--- src/rtl/imm_ext_pipe_pkg.sv ---
// imm_ext_pipe_pkg
// Shared CPU control encodings for the immediate-extension path, plus the
// fixed geometry of the result buffer.
//   ext_op_e : extension-mode encoding carried on in_op
//   DEPTH    : result buffer entry count (fixed, not a module parameter)
//   PTR_W    : buffer pointer width
//   CNT_W    : occupancy counter width (holds 0..DEPTH)
package imm_ext_pipe_pkg;

   typedef enum logic [1:0] {
      EXT_ZERO = 2'b00,
      EXT_SIGN = 2'b01,
      EXT_HIGH = 2'b10,
      EXT_BOFF = 2'b11
   } ext_op_e;

   localparam int DEPTH = 2;
   localparam int PTR_W = 1;
   localparam int CNT_W = 2;

endpackage

--- src/rtl/imm_ext_core.sv ---
// imm_ext_core
// Pure combinational immediate extension.
//   in_imm  [IN_W-1:0]  raw immediate field
//   in_op   [1:0]       extension mode (ext_op_e)
//   result  [OUT_W-1:0] extended word
module imm_ext_core
   import imm_ext_pipe_pkg::*;
#(
   parameter int IN_W  = 16,
   parameter int OUT_W = 32
) (
   input  logic [IN_W-1:0]  in_imm,
   input  logic [1:0]       in_op,
   output logic [OUT_W-1:0] result
);

   logic [OUT_W-1:0] sext;

   assign sext = {{(OUT_W-IN_W){in_imm[IN_W-1]}}, in_imm};

   always_comb begin
      result = '0;
      case (ext_op_e'(in_op))
         EXT_ZERO: result = {{(OUT_W-IN_W){1'b0}}, in_imm};
         EXT_SIGN: result = sext;
         EXT_HIGH: result = {in_imm, {(OUT_W-IN_W){1'b0}}};
         // Word-aligned branch offset; bits shifted past the top are dropped.
         EXT_BOFF: result = sext << 2;
      endcase
   end

endmodule

--- src/rtl/imm_ext_pipe.sv ---
// imm_ext_pipe
// Extends an immediate at acceptance and holds the result in a two-entry
// FIFO with valid/ready handshakes on both sides.
//   clk       clock, rising edge
//   reset     synchronous, active-low
//   in_valid  upstream offer          in_ready  can accept this cycle
//   in_imm    raw immediate           in_op     extension mode
//   out_valid head entry valid        out_ready downstream consumes
//   out_data  head entry              flush     drop all buffered results
module imm_ext_pipe
   import imm_ext_pipe_pkg::*;
#(
   parameter int IN_W  = 16,
   parameter int OUT_W = 32
) (
   input  logic             clk,
   input  logic             reset,
   input  logic             in_valid,
   output logic             in_ready,
   input  logic [IN_W-1:0]  in_imm,
   input  logic [1:0]       in_op,
   output logic             out_valid,
   input  logic             out_ready,
   output logic [OUT_W-1:0] out_data,
   input  logic             flush
);

   logic [OUT_W-1:0] mem [DEPTH];
   logic [PTR_W-1:0] wr_ptr;
   logic [PTR_W-1:0] rd_ptr;
   logic [CNT_W-1:0] count;
   logic [OUT_W-1:0] ext_word;
   logic             accept;
   logic             consume;

   imm_ext_core #(
      .IN_W  (IN_W),
      .OUT_W (OUT_W)
   ) u_core (
      .in_imm (in_imm),
      .in_op  (in_op),
      .result (ext_word)
   );

   // Handshake flags come only from the registered count, so there is no
   // combinational path from out_ready to in_ready.
   assign in_ready  = (count != CNT_W'(DEPTH));
   assign out_valid = (count != '0);
   assign out_data  = mem[rd_ptr];

   assign accept  = in_valid & in_ready;
   assign consume = out_valid & out_ready;

   always_ff @(posedge clk) begin
      if (!reset) begin
         count  <= '0;
         wr_ptr <= '0;
         rd_ptr <= '0;
         for (int i = 0; i < DEPTH; i++) mem[i] <= '0;
      end else if (flush) begin
         // Realign the pointers so the next accept lands at the head.
         count  <= '0;
         wr_ptr <= '0;
         rd_ptr <= '0;
      end else begin
         if (accept) begin
            mem[wr_ptr] <= ext_word;
            wr_ptr      <= wr_ptr + 1'b1;
         end
         if (consume) rd_ptr <= rd_ptr + 1'b1;
         case ({accept, consume})
            2'b10:   count <= count + 1'b1;
            2'b01:   count <= count - 1'b1;
            default: count <= count;
         endcase
      end
   end

endmodule

--- config.mk ---
export PLATFORM = sky130hd
export DESIGN_NAME = imm_ext_pipe
export DESIGN_NICKNAME = d
export VERILOG_FILES = /design/src/rtl/imm_ext_pipe_pkg.sv /design/src/rtl/imm_ext_core.sv /design/src/rtl/imm_ext_pipe.sv
export SDC_FILE = /design/constraint.sdc
export NUM_CORES = 1
export LEC_CHECK = 0
export CAP_MARGIN = 20
export CORE_UTILIZATION = 53
export DETAILED_ROUTE_END_ITERATION = 12
export PLACE_DENSITY = 0.83
export SYNTH_ARGS = -nofsm -noshare
export SYNTH_HDL_FRONTEND = slang
export SYNTH_HIERARCHICAL = 1
export SYNTH_SLANG_ARGS = --single-unit
export TNS_END_PERCENT = 50
--- constraint.sdc ---
create_clock -name clk -period 2.82 [get_ports clk]
set_input_delay 0.564 -clock clk [delete_from_list [all_inputs] [get_ports clk]]
set_output_delay 0.564 -clock clk [all_outputs]
set_load 0.03 [all_outputs]
# Word-level counts from Yosys, hierarchy flattened

Memory sizes are Yosys's and may differ from the RTL's. A register that Yosys moved wholly into a read port is not among the register bits.
Index checks and enable logic that the tools add are counted.

Register bits after elaboration: 4
Memory bits (writable): 64
Input bits: 23
Logic and storage cells: 34
Memories: 1

Memories:

| memory | depth | bits a word | rd ports | clocked after Yosys merged registers in | wr ports | RTL line           | source |
|---|---|---|---|---|---|---|---|
| mem    | 2     | 32          | 1        | 1                                       | 2        | imm_ext_pipe.sv:28 | `logic [OUT_W-1:0] mem [DEPTH];` |

Add/sub/neg operators: 4
Equality and inequality tests: 6
Muxes and demuxes: 12
Bitwise operators: 3
Reduce and logical (&&, ||, !) cells: 5

Operators with widths:

| operator                                            | count |
|---|---|
| case mux 32 bit (4 select lines)                    | 1 |
| two-way mux 32 bit                                  | 1 |
| OR reduction 32 bit                                 | 1 |
| two-way mux 1 bit                                   | 9 |
| equality test 2 bit, second input constant          | 3 |
| equality test 2 x 1 -> 1 bit, second input constant | 2 |
| case mux 2 bit (2 select lines)                     | 1 |
| nonzero test 2 bit                                  | 2 |
| adder 1 bit, second input constant                  | 2 |
| adder 2 x 1 -> 2 bit, second input constant         | 1 |
| bitwise AND 1 bit                                   | 2 |
| zero test 2 bit                                     | 1 |
| != test 2 bit, second input constant                | 1 |
| OR reduction 2 bit                                  | 1 |
| subtractor 2 x 1 -> 2 bit, second input constant    | 1 |
| NOT 1 bit                                           | 1 |

# Longest topological paths before layout

Gate-level depths: netlist of the first run.

Depth after elaboration: 8
Depth in mapped cells: 7
Gate-level depth less buffers: 7

# Cells and area by module

Netlist of the first run, hierarchy kept.

Modules (own cells, without submodules):

| module       | times used | cells each | area each (sq um) | sequential area each (sq um) |
|---|---|---|---|---|
| imm_ext_pipe | 1          | 200        | 3,050.4           | 2,021.9 |
| imm_ext_core | 1          | 42         | 365.4             | 0.0 |

# Worst setup path after synthesis of the first run

No wires, ideal clock.

Kind: input -> register
Start: input port flush
End: memory mem[0][0], enable pin
Library setup time: 394 ps
Data arrival time: 2,021 ps
Path slack: 405 ps
Cell stages on the path: 3
Buffers on the path: 0
Path through: nand2b_1 -> nor4_4 -> nand2b_1

RTL lines:

| element            | RTL line           | source |
|---|---|---|
| start: declaration | imm_ext_pipe.sv:25 | `input logic flush` |
| end: declaration   | imm_ext_pipe.sv:28 |  |

==> results.cfg, run 1 <==
[layout]
fin_util_pct = 68.7
drive_above_1_share_pct = 16.8
diodes = 0
synthToLayoutAreaGrowth_pct = 21.9
nNetsFinal = 323

[logic_synthesis]
synth.largest_area_cell = edfxtp_1
synth_fp_nets = 266
synth_cell_types = 32
async_flop_share_pct = 0
syn-instance-count = 242
yosys_most_used_dff = edfxtp_1
ys_seq_elements = 69
avgSynthCellArea_um2 = 14.1
yosysSeqAreaShare_pct = 59.2
synth_area_um2 = 3420
netlist.area_leader.share_pct = 56.3
yosysWarnings = 6
synth_enable_flop_cells = 64
yosys-top-cells-area = edfxtp_1 (56%), and2_1 (12%), mux2_2 (6.3%), mux2_1 (4.6%), a22o_1 (3.6%)

[timing]
relSlewSlack_pct = 45.9
max_freq_mhz = 408
rsz0062_at_grt = no
worst_pin_slew_ns = 0.812
min_period_ns = 2.45
drv_slew = 0
hold_viol = 0
fin_tns_setup_ns = 0
clock_skew_ns = 0.00524
setup_viol = 0
period_share_pct = 86.9

[global_route]
grt_pass1_wl_um = 9510
grt_usage_pct = 19.9
antenna_found_initial = 0
grt_max_degree = 33
grt_pass1_vias = 2011
grt.overflow.total = 0

[route]
postRouteAntennaNets = 0
vias = 2046
drc_errors = 0
routed_wl_um = 6050
drt_iter0_drc = 153
firstDrtPassIters = 4
routedWlPerCell_um = 16.0
via_per_inst = 5.40

[clocking]
htreeDepth = 3
cts_buffers = 9
cts_num_sinks = 69
cts_setup_buffers = 0
path_clk_slew_ns = 0.06
insertion_delay_ns = 0.33
cts.path.max_buffers = 2
cts_root_buf = clkbuf_8
cts_tree = built
cts_hold_buf = 0
cts_resized = 0

[setup_path]
crit_arrival_ns = 1.89
start_kind = flop
worstRegToRegCells = 6
cp_max_fo = 32
slowest_delay_ns = 0.59
path_cells = buf_12, mux2_2, clkdlybuf4s50_1
slowest_stage = clkdlybuf4s50_1
required_ns = 2.26
crit_type = flop to output port
crit_path_end_kind = output port

[status]
status = finished, final reports clean

[power]
ir_drop_uv = 264
p_leak_uw = 0.00163
power.density_nw_per_um2 = 524

[floorplan]
fp-row-count = 28
die_x_um = 82.3
start_util_pct = 56.4
core_region_area_um2 = 6060
fp.dieH_um = 82.3
boundaryPins = 57
die-area_um2 = 6770

[job]
cap_violations = 0

[place]
dpl.hpwl_um = 3900
io_buffers = 56
gp_congestion = 0.813

[hold_path]
holdPathStages = 2
hold_class = flop to flop
-- power breakdown --
part | leakage (µW) | internal, µW | total, µW | switching (µW)
clock network | 0.0000844 | 342 | 669 | 327
registers | 0.000706 | 1170 | 1180 | 13.3
logic | 0.000841 | 155 | 334 | 180
total | 0.00163 | 1660 | 2180 | 520
-- logic make-up (layout without fill, tap and decap cells) --
family / count (synthesis) / in the layout / share of synthesized area, %
AND/OR/NAND/NOR: 82 / 82 / 16.0
flip-flops: 69 / 69 / 59.2
AO/OA/AOI/OAI: 35 / 35 / 8.13
multiplexers: 33 / 33 / 10.9
buffers and inverters: 19 / 81 / 4.65
XOR/XNOR: 3 / 3 / 0.769
adder cells (fa/ha/maj): 1 / 1 / 0.366
-- Yosys cell counts, types with 3 or more instances --
cell	count
a21o_1	10
a22o_1	14
nand2b_1	3
mux2_1	14
buf_2	4
a21o_2	4
buf_6	8
nor2_1	3
edfxtp_1	64
mux2_2	19
dfxtp_1	5
and2_1	64
-- critical path, delay by kind of cell, from the launching register on --
family,cells,cell delay [ns]
buffers and inverters,2,0.81
DFF,1,0.35
muxes,1,0.38
-- per-layer routing --
layer | track usage [%] | vias to the layer above | part of all wire, %
li1 | - | 985 | -
met1 | 24.3 | 961 | 40
met2 | 31.9 | 88 | 50
met3 | 4.84 | 12 | 7.5
met4 | 12.1 | 0 | 1.8
met5 | 0 | - | 0
-- sequential cells by signal, indices dropped and copies added (netlist names), named ones only --
name	cells
rd_ptr	1
mem	64
wr_ptr	1
count	2
-- worst paths after layout --
kind             from      endpoint  slack [ns]
max reg2reg  count[1]      count[1]        1.09
min reg2reg    rd_ptr        rd_ptr        0.53
max              flop  out_data[16]        0.37
min            rd_ptr        rd_ptr        0.53
-- placed cells by master, fill, tap and decap left out, types with 2 or more instances in the layout --
cell | netlist | routed
a21oi_1 | 2 | 2
buf_12 | 0 | 3
a22o_1 | 14 | 14
buf_4 | 0 | 2
mux2_1 | 14 | 14
dfxtp_1 | 5 | 5
inv_1 | 2 | 2
nor4_4 | 2 | 2
clkinv_2 | 0 | 2
clkdlybuf4s50_1 | 0 | 56
and2b_2 | 2 | 2
nand2b_1 | 3 | 3
nor2_1 | 3 | 3
xnor2_1 | 2 | 2
a21o_2 | 4 | 4
a21o_1 | 10 | 10
inv_2 | 2 | 2
mux2_2 | 19 | 19
edfxtp_1 | 64 | 64
o21ai_0 | 2 | 2
clkbuf_8 | 0 | 10
or3_1 | 2 | 2
o21a_1 | 2 | 2
and2_1 | 64 | 64
clkbuf_1 | 1 | 4
-- cell type report --
cell class                 count  area (µm²)
sequential                    69        2020
clock buffer                  14         153
tap                           75        93.8
inverter                       4        15.0
clock inverter                 2        10.0
timing repair buffer          61         636
fill                         423        1900
multi-input combinational    154        1230
-- per-stage QoR --
step,instances,area (µm²),hold slack (ns),power (µW),setup WS (ns)
2_1_floorplan,242,3420,0.475,1400,0.405
4_1_cts,379,4160,0.531,2200,0.346
3_5_place_dp,363,4000,0.515,1540,0.543
3_3_place_gp,363,4000,0.507,1530,0.619
5_1_grt,379,4160,0.557,2270,0.299
6_report,379,4160,0.528,2180,0.370
Power figures use the tool's default switching activity.
==> inputs of run 2 (changes only) <==
Settings changed: HOLD_SLACK_MARGIN from default to 0.08.
==> results of run 2 <==
The final DEF is identical to that of run 1; final timing and power are the same.
